### src/rtl/mem_lsu.sv
// MEM-stage load/store unit: dcache lookup, pipelined multi-beat memory reads,
// beat-wise stores with I/O back-pressure, and dcache update/invalidate on completion.
module mem_lsu #(
  parameter int          MEM_BYTES = 1,
  parameter int          RD_LAT    = 1,
  parameter logic [31:0] IO_BASE   = 32'h30000
) (
  input  logic                   clk,
  input  logic                   rst,
  input  logic                   req_i,
  input  logic                   we_i,
  input  logic [1:0]             size_i,
  input  logic                   uns_i,
  input  logic [31:0]            addr_i,
  input  logic [31:0]            wdata_i,
  input  logic [4:0]             rd_i,
  output logic                   stall_o,
  output logic                   done_o,
  output logic [31:0]            rdata_o,
  output logic [4:0]             rd_o,
  output logic                   mem_wr_o,
  output logic [31:0]            mem_a_o,
  output logic [MEM_BYTES-1:0]   mem_be_o,
  output logic [8*MEM_BYTES-1:0] mem_dout_o,
  input  logic [8*MEM_BYTES-1:0] mem_din_i,
  input  logic                   io_full_i,
  output logic                   dcache_re_o,
  output logic [31:0]            dcache_raddr_o,
  input  logic                   dcache_hit_i,
  input  logic [31:0]            dcache_data_i,
  output logic                   dcache_we_o,
  output logic                   dcache_inv_o,
  output logic [31:0]            dcache_waddr_o,
  output logic [31:0]            dcache_wdata_o,
  output logic [1:0]             dbg_state
);

  // Handshake: req_i rises with a request and stays high until done_o; done_o
  // pulses for exactly one cycle and the requester drops or replaces req_i then.

  typedef enum logic [1:0] {IDLE, LOOKUP, XFER, DONE} state_t;
  state_t state_q, state_d;

  logic [31:0]       addr_q, wdata_q, asm_q, asm_d, rdata_q;
  logic              we_q, uns_q, io_q, hit_q;
  logic [1:0]        size_q;
  logic [4:0]        rd_q, rd_out_q;
  logic [2:0]        nbeats_q, iss_cnt_q, cap_cnt_q;
  logic [RD_LAT-1:0] pipe_q;

  logic              req_io, accept, issue, store_beat, store_go;
  logic              capture, last_cap, last_store;
  logic [3:0]        bytes_w, rem_bytes;
  logic [31:0]       beat_addr, store_word;

  function automatic logic [3:0] size_bytes(input logic [1:0] s);
    case (s)
      2'b00:   return 4'd1;
      2'b01:   return 4'd2;
      default: return 4'd4;
    endcase
  endfunction

  function automatic logic [2:0] beats_for(input logic [1:0] s);
    return 3'((int'(size_bytes(s)) + MEM_BYTES - 1) / MEM_BYTES);
  endfunction

  function automatic logic [31:0] extend(input logic [31:0] w, input logic [1:0] s,
                                         input logic u);
    case (s)
      2'b00:   return {{24{w[7] & ~u}}, w[7:0]};
      2'b01:   return {{16{w[15] & ~u}}, w[15:0]};
      default: return w;
    endcase
  endfunction

  assign req_io     = (addr_i >= IO_BASE);
  assign accept     = (state_q == IDLE) && req_i;
  assign bytes_w    = size_bytes(size_q);
  assign issue      = (state_q == XFER) && !we_q && (iss_cnt_q < nbeats_q);
  assign store_beat = (state_q == XFER) && we_q;
  assign store_go   = store_beat && !(io_q && io_full_i);
  // Capture runs RD_LAT cycles behind issue, tracked by a shift of issue strobes.
  assign capture    = (state_q == XFER) && !we_q && pipe_q[RD_LAT-1];
  assign last_cap   = capture && (cap_cnt_q == nbeats_q - 3'd1);
  assign last_store = store_go && (iss_cnt_q == nbeats_q - 3'd1);
  assign beat_addr  = addr_q + 32'(iss_cnt_q) * 32'(MEM_BYTES);
  assign rem_bytes  = bytes_w - 4'(int'(iss_cnt_q) * MEM_BYTES);
  assign store_word = wdata_q >> (6'(iss_cnt_q) * 6'(8 * MEM_BYTES));

  always_comb begin
    asm_d = asm_q;
    if (capture) begin
      for (int i = 0; i < MEM_BYTES; i++) begin
        if (int'(cap_cnt_q) * MEM_BYTES + i < 4)
          asm_d[(int'(cap_cnt_q) * MEM_BYTES + i) * 8 +: 8] = mem_din_i[i * 8 +: 8];
      end
    end
  end

  always_comb begin
    state_d = state_q;
    case (state_q)
      IDLE:    if (req_i) state_d = (!we_i && !req_io) ? LOOKUP : XFER;
      LOOKUP:  state_d = dcache_hit_i ? DONE : XFER;
      XFER:    if (last_cap || last_store) state_d = DONE;
      DONE:    state_d = IDLE;
      default: state_d = IDLE;
    endcase
  end

  always_comb begin
    mem_wr_o   = 1'b0;
    mem_a_o    = '0;
    mem_be_o   = '0;
    mem_dout_o = '0;
    if (issue || store_beat) begin
      mem_a_o = beat_addr;
      for (int i = 0; i < MEM_BYTES; i++) mem_be_o[i] = (4'(i) < rem_bytes);
    end
    if (store_go) begin
      mem_wr_o   = 1'b1;
      mem_dout_o = store_word[8*MEM_BYTES-1:0];
    end
  end

  always_ff @(posedge clk) begin
    if (!rst) begin
      state_q   <= IDLE;
      addr_q    <= '0;
      wdata_q   <= '0;
      we_q      <= 1'b0;
      size_q    <= '0;
      uns_q     <= 1'b0;
      rd_q      <= '0;
      io_q      <= 1'b0;
      hit_q     <= 1'b0;
      nbeats_q  <= '0;
      iss_cnt_q <= '0;
      cap_cnt_q <= '0;
      pipe_q    <= '0;
      asm_q     <= '0;
      rdata_q   <= '0;
      rd_out_q  <= '0;
    end else begin
      state_q <= state_d;
      pipe_q  <= (pipe_q << 1) | RD_LAT'(issue);
      asm_q   <= asm_d;
      if (issue || store_go) iss_cnt_q <= iss_cnt_q + 3'd1;
      if (capture) cap_cnt_q <= cap_cnt_q + 3'd1;
      if (accept) begin
        addr_q    <= addr_i;
        wdata_q   <= wdata_i;
        we_q      <= we_i;
        size_q    <= size_i;
        uns_q     <= uns_i;
        rd_q      <= rd_i;
        io_q      <= req_io;
        nbeats_q  <= beats_for(size_i);
        hit_q     <= 1'b0;
        iss_cnt_q <= '0;
        cap_cnt_q <= '0;
        pipe_q    <= '0;
        asm_q     <= '0;
      end
      if (state_q == LOOKUP && dcache_hit_i) begin
        hit_q    <= 1'b1;
        rdata_q  <= extend(dcache_data_i >> {addr_q[1:0], 3'b000}, size_q, uns_q);
        rd_out_q <= rd_q;
      end
      if (last_cap) begin
        rdata_q  <= extend(asm_d, size_q, uns_q);
        rd_out_q <= rd_q;
      end
    end
  end

  assign done_o         = (state_q == DONE);
  assign stall_o        = req_i && !done_o;
  assign rdata_o        = rdata_q;
  assign rd_o           = rd_out_q;
  assign dbg_state      = state_q;
  assign dcache_re_o    = rst && accept && !we_i && !req_io;
  assign dcache_raddr_o = dcache_re_o ? addr_i : '0;
  // Word stores and word load fills keep the line; partial stores drop it.
  assign dcache_we_o    = done_o && !io_q && size_q[1] && (we_q || !hit_q);
  assign dcache_inv_o   = done_o && !io_q && we_q && !size_q[1];
  assign dcache_waddr_o = (dcache_we_o || dcache_inv_o) ? addr_q : '0;
  assign dcache_wdata_o = dcache_we_o ? (we_q ? wdata_q : asm_q) : '0;

endmodule

### config.mk
export PLATFORM = sky130hd
export DESIGN_NAME = mem_lsu
export DESIGN_NICKNAME = d
export VERILOG_FILES = /design/src/rtl/mem_lsu.sv
export SDC_FILE = /design/constraint.sdc
export NUM_CORES = 1
export LEC_CHECK = 0
export ABC_CLOCK_PERIOD_IN_PS = 4900
export CAP_MARGIN = 20
export CORE_MARGIN = 2
export CORE_UTILIZATION = 50
export CTS_CLUSTER_DIAMETER = 50
export CTS_CLUSTER_SIZE = 14
export DETAILED_ROUTE_END_ITERATION = 8
export GPL_ROUTABILITY_DRIVEN = 0
export GPL_TIMING_DRIVEN = 0
export PLACE_DENSITY = 0.87
export RECOVER_POWER = 100
export SLEW_MARGIN = 20
export SYNTH_ARGS = -nofsm -noshare
export SYNTH_HDL_FRONTEND = slang
export SYNTH_SLANG_ARGS = --single-unit
### constraint.sdc
create_clock -name clk -period 4.9 [get_ports clk]
set_input_delay 0.735 -clock clk [delete_from_list [all_inputs] [get_ports clk]]
set_output_delay 0.735 -clock clk [all_outputs]
set_load 0.01 [all_outputs]
---- Yosys cells after proc, flatten, opt, wreduce, memory -nomap -nowiden ----
Index checks and enable logic that the tools add are counted.
word-level totals
  word-level logic and storage cells ...... 115
  register bits after elaboration ......... 156
cells by class
  bitwise gates (word level) .............. 6
  eq/ne operators ......................... 9
  shift-type cells ........................ 4
  muxes and demuxes ....................... 28
  $lt $le $gt $ge ......................... 4
  add/subtract/negate cells ............... 8
  reductions and logical operators ........ 40
operators by type and width
  operator                                                                  number
  32-bit 2-to-1 mux                                                         9
  32-bit case mux with 2 select lines                                       2
  6-bit negation with 33-bit output                                         1
  8-bit by 33-bit variable shift with 32-bit output (first input constant)  1
  8-bit by 33-bit variable part select with 32-bit output                   1
  32-bit by 3-bit adder with 32-bit output                                  1
  32-bit bitwise mux                                                        1
  32-bit by 18-bit >= comparator with 1-bit output (second input constant)  1
  32-bit by 5-bit >> shifter with 32-bit output                             1
  32-bit by 6-bit >> shifter with 8-bit output                              1
  1-bit logical AND                                                         20
  3-bit case mux with 2 select lines                                        2
  5-bit 2-to-1 mux                                                          2
  3-bit by 1-bit adder with 3-bit output (second input constant)            3
  1-bit zero test                                                           8
  8-bit 2-to-1 mux                                                          1
  2-bit case mux with 4 select lines                                        1
  2-bit by 1-bit == test with 1-bit output (second input constant)          3
  3-bit == test                                                             2
  2-bit zero test                                                           3
  2-bit 2-to-1 mux                                                          3
  3-bit 2-to-1 mux                                                          2
  3-bit by 1-bit subtractor with 3-bit output (second input constant)       2
  1-bit logical OR                                                          5
  13 further kinds                                                          23

---- Logic depth before layout (Yosys ltp) ----
  depth in word-level cells ............... 8
  mapped depth ............................ 10
  depth with buffers taken out ............ 8

---- Least setup slack after synthesis ----
Ideal clock, no wire load.
  path kind ............................... register to output
  start point ............................. reg size_q[1]
  end point ............................... out mem_be_o
  cell stages (with the launch flop) ...... 9
  data required time ...................... 4165 ps
  setup slack ............................. 1936 ps
  arrival ................................. 2229 ps
  path through ............................ dfxtp_1 clkbuf_1 nor2_1 clkinv_1 ha_1 fa_1 nand2_1 mux2i_1 a41oi_1
between the ends
  longest elaborated chain between the ends .. 5
  elaborated cells on any way between the ends .. 6
ends and longest elaborated chain
  item                                                                         line  RTL
  start, declared                                                              46    logic [1:0] size_q;
  start signal, assigned                                                       155   size_q <= size_i;
  2-bit by 1-bit == test with 1-bit output or 2-bit zero test (tied branches)  57    case (s)
  3-bit case mux with 2 select lines *                                         57
  4-bit by 3-bit subtractor with 4-bit output *                                88    assign rem_bytes = bytes_w - 4'(int'(iss_cnt_q) * MEM_BYTES);
  1-bit by 4-bit less-than comparator with 1-bit output *                      119   for (int i = 0; i < MEM_BYTES; i++) mem_be_o[i] = (4'(i) < rem_bytes);
  1-bit 2-to-1 mux *                                                           117   if (issue || store_beat) begin
  end, declared                                                                23    output logic [MEM_BYTES-1:0] mem_be_o,
Every way passes the cells marked *; elsewhere a longest branch is shown, timed or not.

---- Worst setup path after layout ----
  start point ............................. in rst
  end point ............................... out dcache_raddr_o[15]
between the ends
  longest elaborated chain between the ends .. 4
ends and longest elaborated chain
  item                            line  RTL
  start, declared                 9     input logic rst,
  1-bit logical AND (3 in a row)  183   assign dcache_re_o = rst && accept && !we_i && !req_io;
  32-bit 2-to-1 mux               184   assign dcache_raddr_o = dcache_re_o ? addr_i : '0;
  end, declared                   28    output logic [31:0] dcache_raddr_o,
No other way between the ends.

==> results.yml <==
timing:
  final-setup-viol-count: 0
  layout_worst_path_cycle_share: 0.989
  finClkSkew_ps: 13.2
  rsz0062_at_grt: "false"
  fmax_ghz: 0.206
  fin_tns_setup_ps: 0
  finalHoldViolCount: 0
  slew_violations: 9
  min_period_ps: 4840
  worst_pin_slew_ps: 1700
  slew_headroom: -0.141
run:
  maxCapViolations: 1
floorplan:
  io_pins: 300
  core_sq_um: 17200
  die_y_um: 136
  start_util: 0.509
  rows: 48
  dieArea_sq_um: 18600
  fp.dieW_um: 136
logic_synthesis:
  netlist.area_leader.share: 0.356
  async_reset_ff_frac: 0
  synth_edf_count: 0
  synthFlopType: "dfxtp_1"
  synth_top_cells_by_area: "dfxtp_1, mux2i_1, a22o_1, nor2_1, and2_1"
  yosysMostFrequentCell: "dfxtp_1"
  synth_seq_cells: 156
  synth-seq-area-share: 0.356
  synthTopCellsByCount: "dfxtp_1, nor2_1, mux2i_1"
  synth_cells: 998
  syn_area_per_cell_sq_um: 8.79
  synth_top_cell_by_area: "dfxtp_1"
  synthDistinctLibCells: 63
  yosys_warnings: 0
  syn_area_sq_um: 8770
setup_path:
  slowest_delay_ps: 780
  crit_buf_inv: 5
  crit_type: "in2out"
  critical-path-top-delay-family: "buffers and inverters"
  critPathRequiredTime_ps: 4160
  start_kind: "primary input"
  critPathArrivalTime_ps: 4110
  crit_path_top_delay_cell: "nor2_1"
  worst_setup_path_end_kind: "output pin"
  worst_path_most_repeated_cell: "clkbuf_1"
  critPathMaxFanout: 10
  crit_path_cell_trace: "clkdlybuf4s50_1 > inv_1 > clkbuf_1 > nor2_1 > clkbuf_1 > nand2_1 > nor3_1 > dlygate4sd3_1"
cells_and_area:
  final_util: 0.726
  num-fill-cells: 1335
  fin_cells: 1553
  drive_gt1_frac: 0.0670
  area_growth_pct: 42.6
  antennaDiodeCount: 0
  seq_area_sq_um: 3120
  multiInputGateArea_sq_um: 5170
  nets: 1454
route:
  drt_iter0_drc: 667
  drc: 0
  wl_per_cell_um: 20.1
  route.vias.total: 9051
  viasPerCell: 5.83
  drtPass1Iterations: 6
  totalWireLength_um: 31300
  antenna_left: 0
clock_network:
  cts.clk_slew.worst_paths_ps: 70
  cts_tree: "done"
  cts_htree_levels: 4
  postCtsSetupBuffers: 0
  cts_hold_buf: 0
  clock_latency_ps: 440
  clock_path_buffers: 2
  clkSinkCount: 156
  cts_root_buffer: "clkbuf_16"
  cts_made_buffers: 17
  cts_resized: 0
global_routing:
  grt_max_degree: 17
  grt_usage: 0.331
  grt_pass1_wl_um: 47100
  antenna_found_initial: 0
  grt_overflow: 0
  grt_pass1_vias: 8674
power:
  leakagePower_nw: 5.14
  finalPower_mw: 4.05
  powerDensity_nw_per_um2: 324
  vdd_ir_drop_max_mv: 0.246
placement:
  place_hpwl_um: 24100
  portBuffers: 285
  dp.cells: 1521
status:
  violations: "max-capacitance violations, max-slew violations"
  status: "finished, violations left"
worst_hold_path:
  hold_class: "reg2reg"
==> worst paths after layout <==
path	start	to	slack, ps	cells past startpoint
setup / recovery	rst	dcache_raddr_o[15]	60	8
hold / removal	rdata_o[14]$_SDFFE_PN0P_	rdata_o[14]$_SDFFE_PN0P_	470	2
setup reg to reg	cap_cnt_q[0]$_SDFFE_PP0P_	rdata_o[20]$_SDFFE_PN0P_	1290	9
hold reg to reg	rdata_o[14]$_SDFFE_PN0P_	rdata_o[14]$_SDFFE_PN0P_	470	2
==> cell usage in the layout (no fill, tap or decap), drive strengths merged, types with 24 or more instances in the layout <==
cell           netlist  layout
nand2               74      74
buf                 31      24
a22o                65      65
clkbuf              55      80
clkdlybuf4s50        0     140
and3                27      27
mux2i               77      77
nor2               113     113
and2                53      53
inv                 26      35
a21oi               34      34
dlygate4sd3          0     145
dfxtp              156     156
o21ai               42      42
==> state kept, by name, summed over array words and instances, names as in the netlist, 2 cells and up <==
name	count
nbeats_q	3
size_q	2
addr_q	32
asm_q	32
iss_cnt_q	3
wdata_q	32
rd_q	5
rd_o	5
dbg_state	2
cap_cnt_q	3
rdata_o	32
==> per-stage QoR <==
stage               area [sq um]  setup slack, ps  hold slack (ps)
finish                     12500             55.8              466
global placement           12000              257              448
global route               12500             28.8              497
detailed placement         12000              274              446
floorplan                   8820             1940              426
CTS                        12500              257              467
==> kinds of logic after synthesis <==
kind of cell / count (synthesis) / share of synthesized area
buffers and inverters: 114 / 0.0575
other: 1 / 0.000427
xor gates and xnor gates: 32 / 0.0335
AOI/OAI and AO/OA: 216 / 0.180
adders and majority gates: 21 / 0.0317
and+or+nand+nor: 349 / 0.200
muxes: 109 / 0.140
DFF: 156 / 0.356
==> where the power goes <==
group,total [mW],switching [mW],internal (mW)
registers,1.58,0.162,1.42
clock network,1.33,0.596,0.733
logic,1.14,0.637,0.504
total,4.05,1.40,2.65
==> metal layers <==
metal  part of all wire  track usage  up-vias
li1                   -            -     4174
met1               0.38        0.403     4206
met2               0.49        0.563      574
met3              0.093       0.0619       97
met4              0.046        0.159        0
met5                  0            0        -
==> worst register-to-register path, delay by kind of cell (launching register included) <==
family                     cells  cell delay (ps)
muxes                          1              670
DFF                            1              440
and+or+nand+nor                3             1050
adders and majority gates      2              530
buffers and inverters          2              510
AOI/OAI and AO/OA              1              300
==> layout make-up <==
class / count / share of cell area
flip-flops and latches: 156 / 0.250
clock buffers: 18 / 0.0351
clock inverters: 14 / 0.0117
plain buffers: 86 / 0.0308
repair buffers: 285 / 0.228
inverters: 28 / 0.00840
well taps: 225 / 0.0225
multi-input cells: 741 / 0.414
No activity file was read; power rests on OpenSTA's default activity.
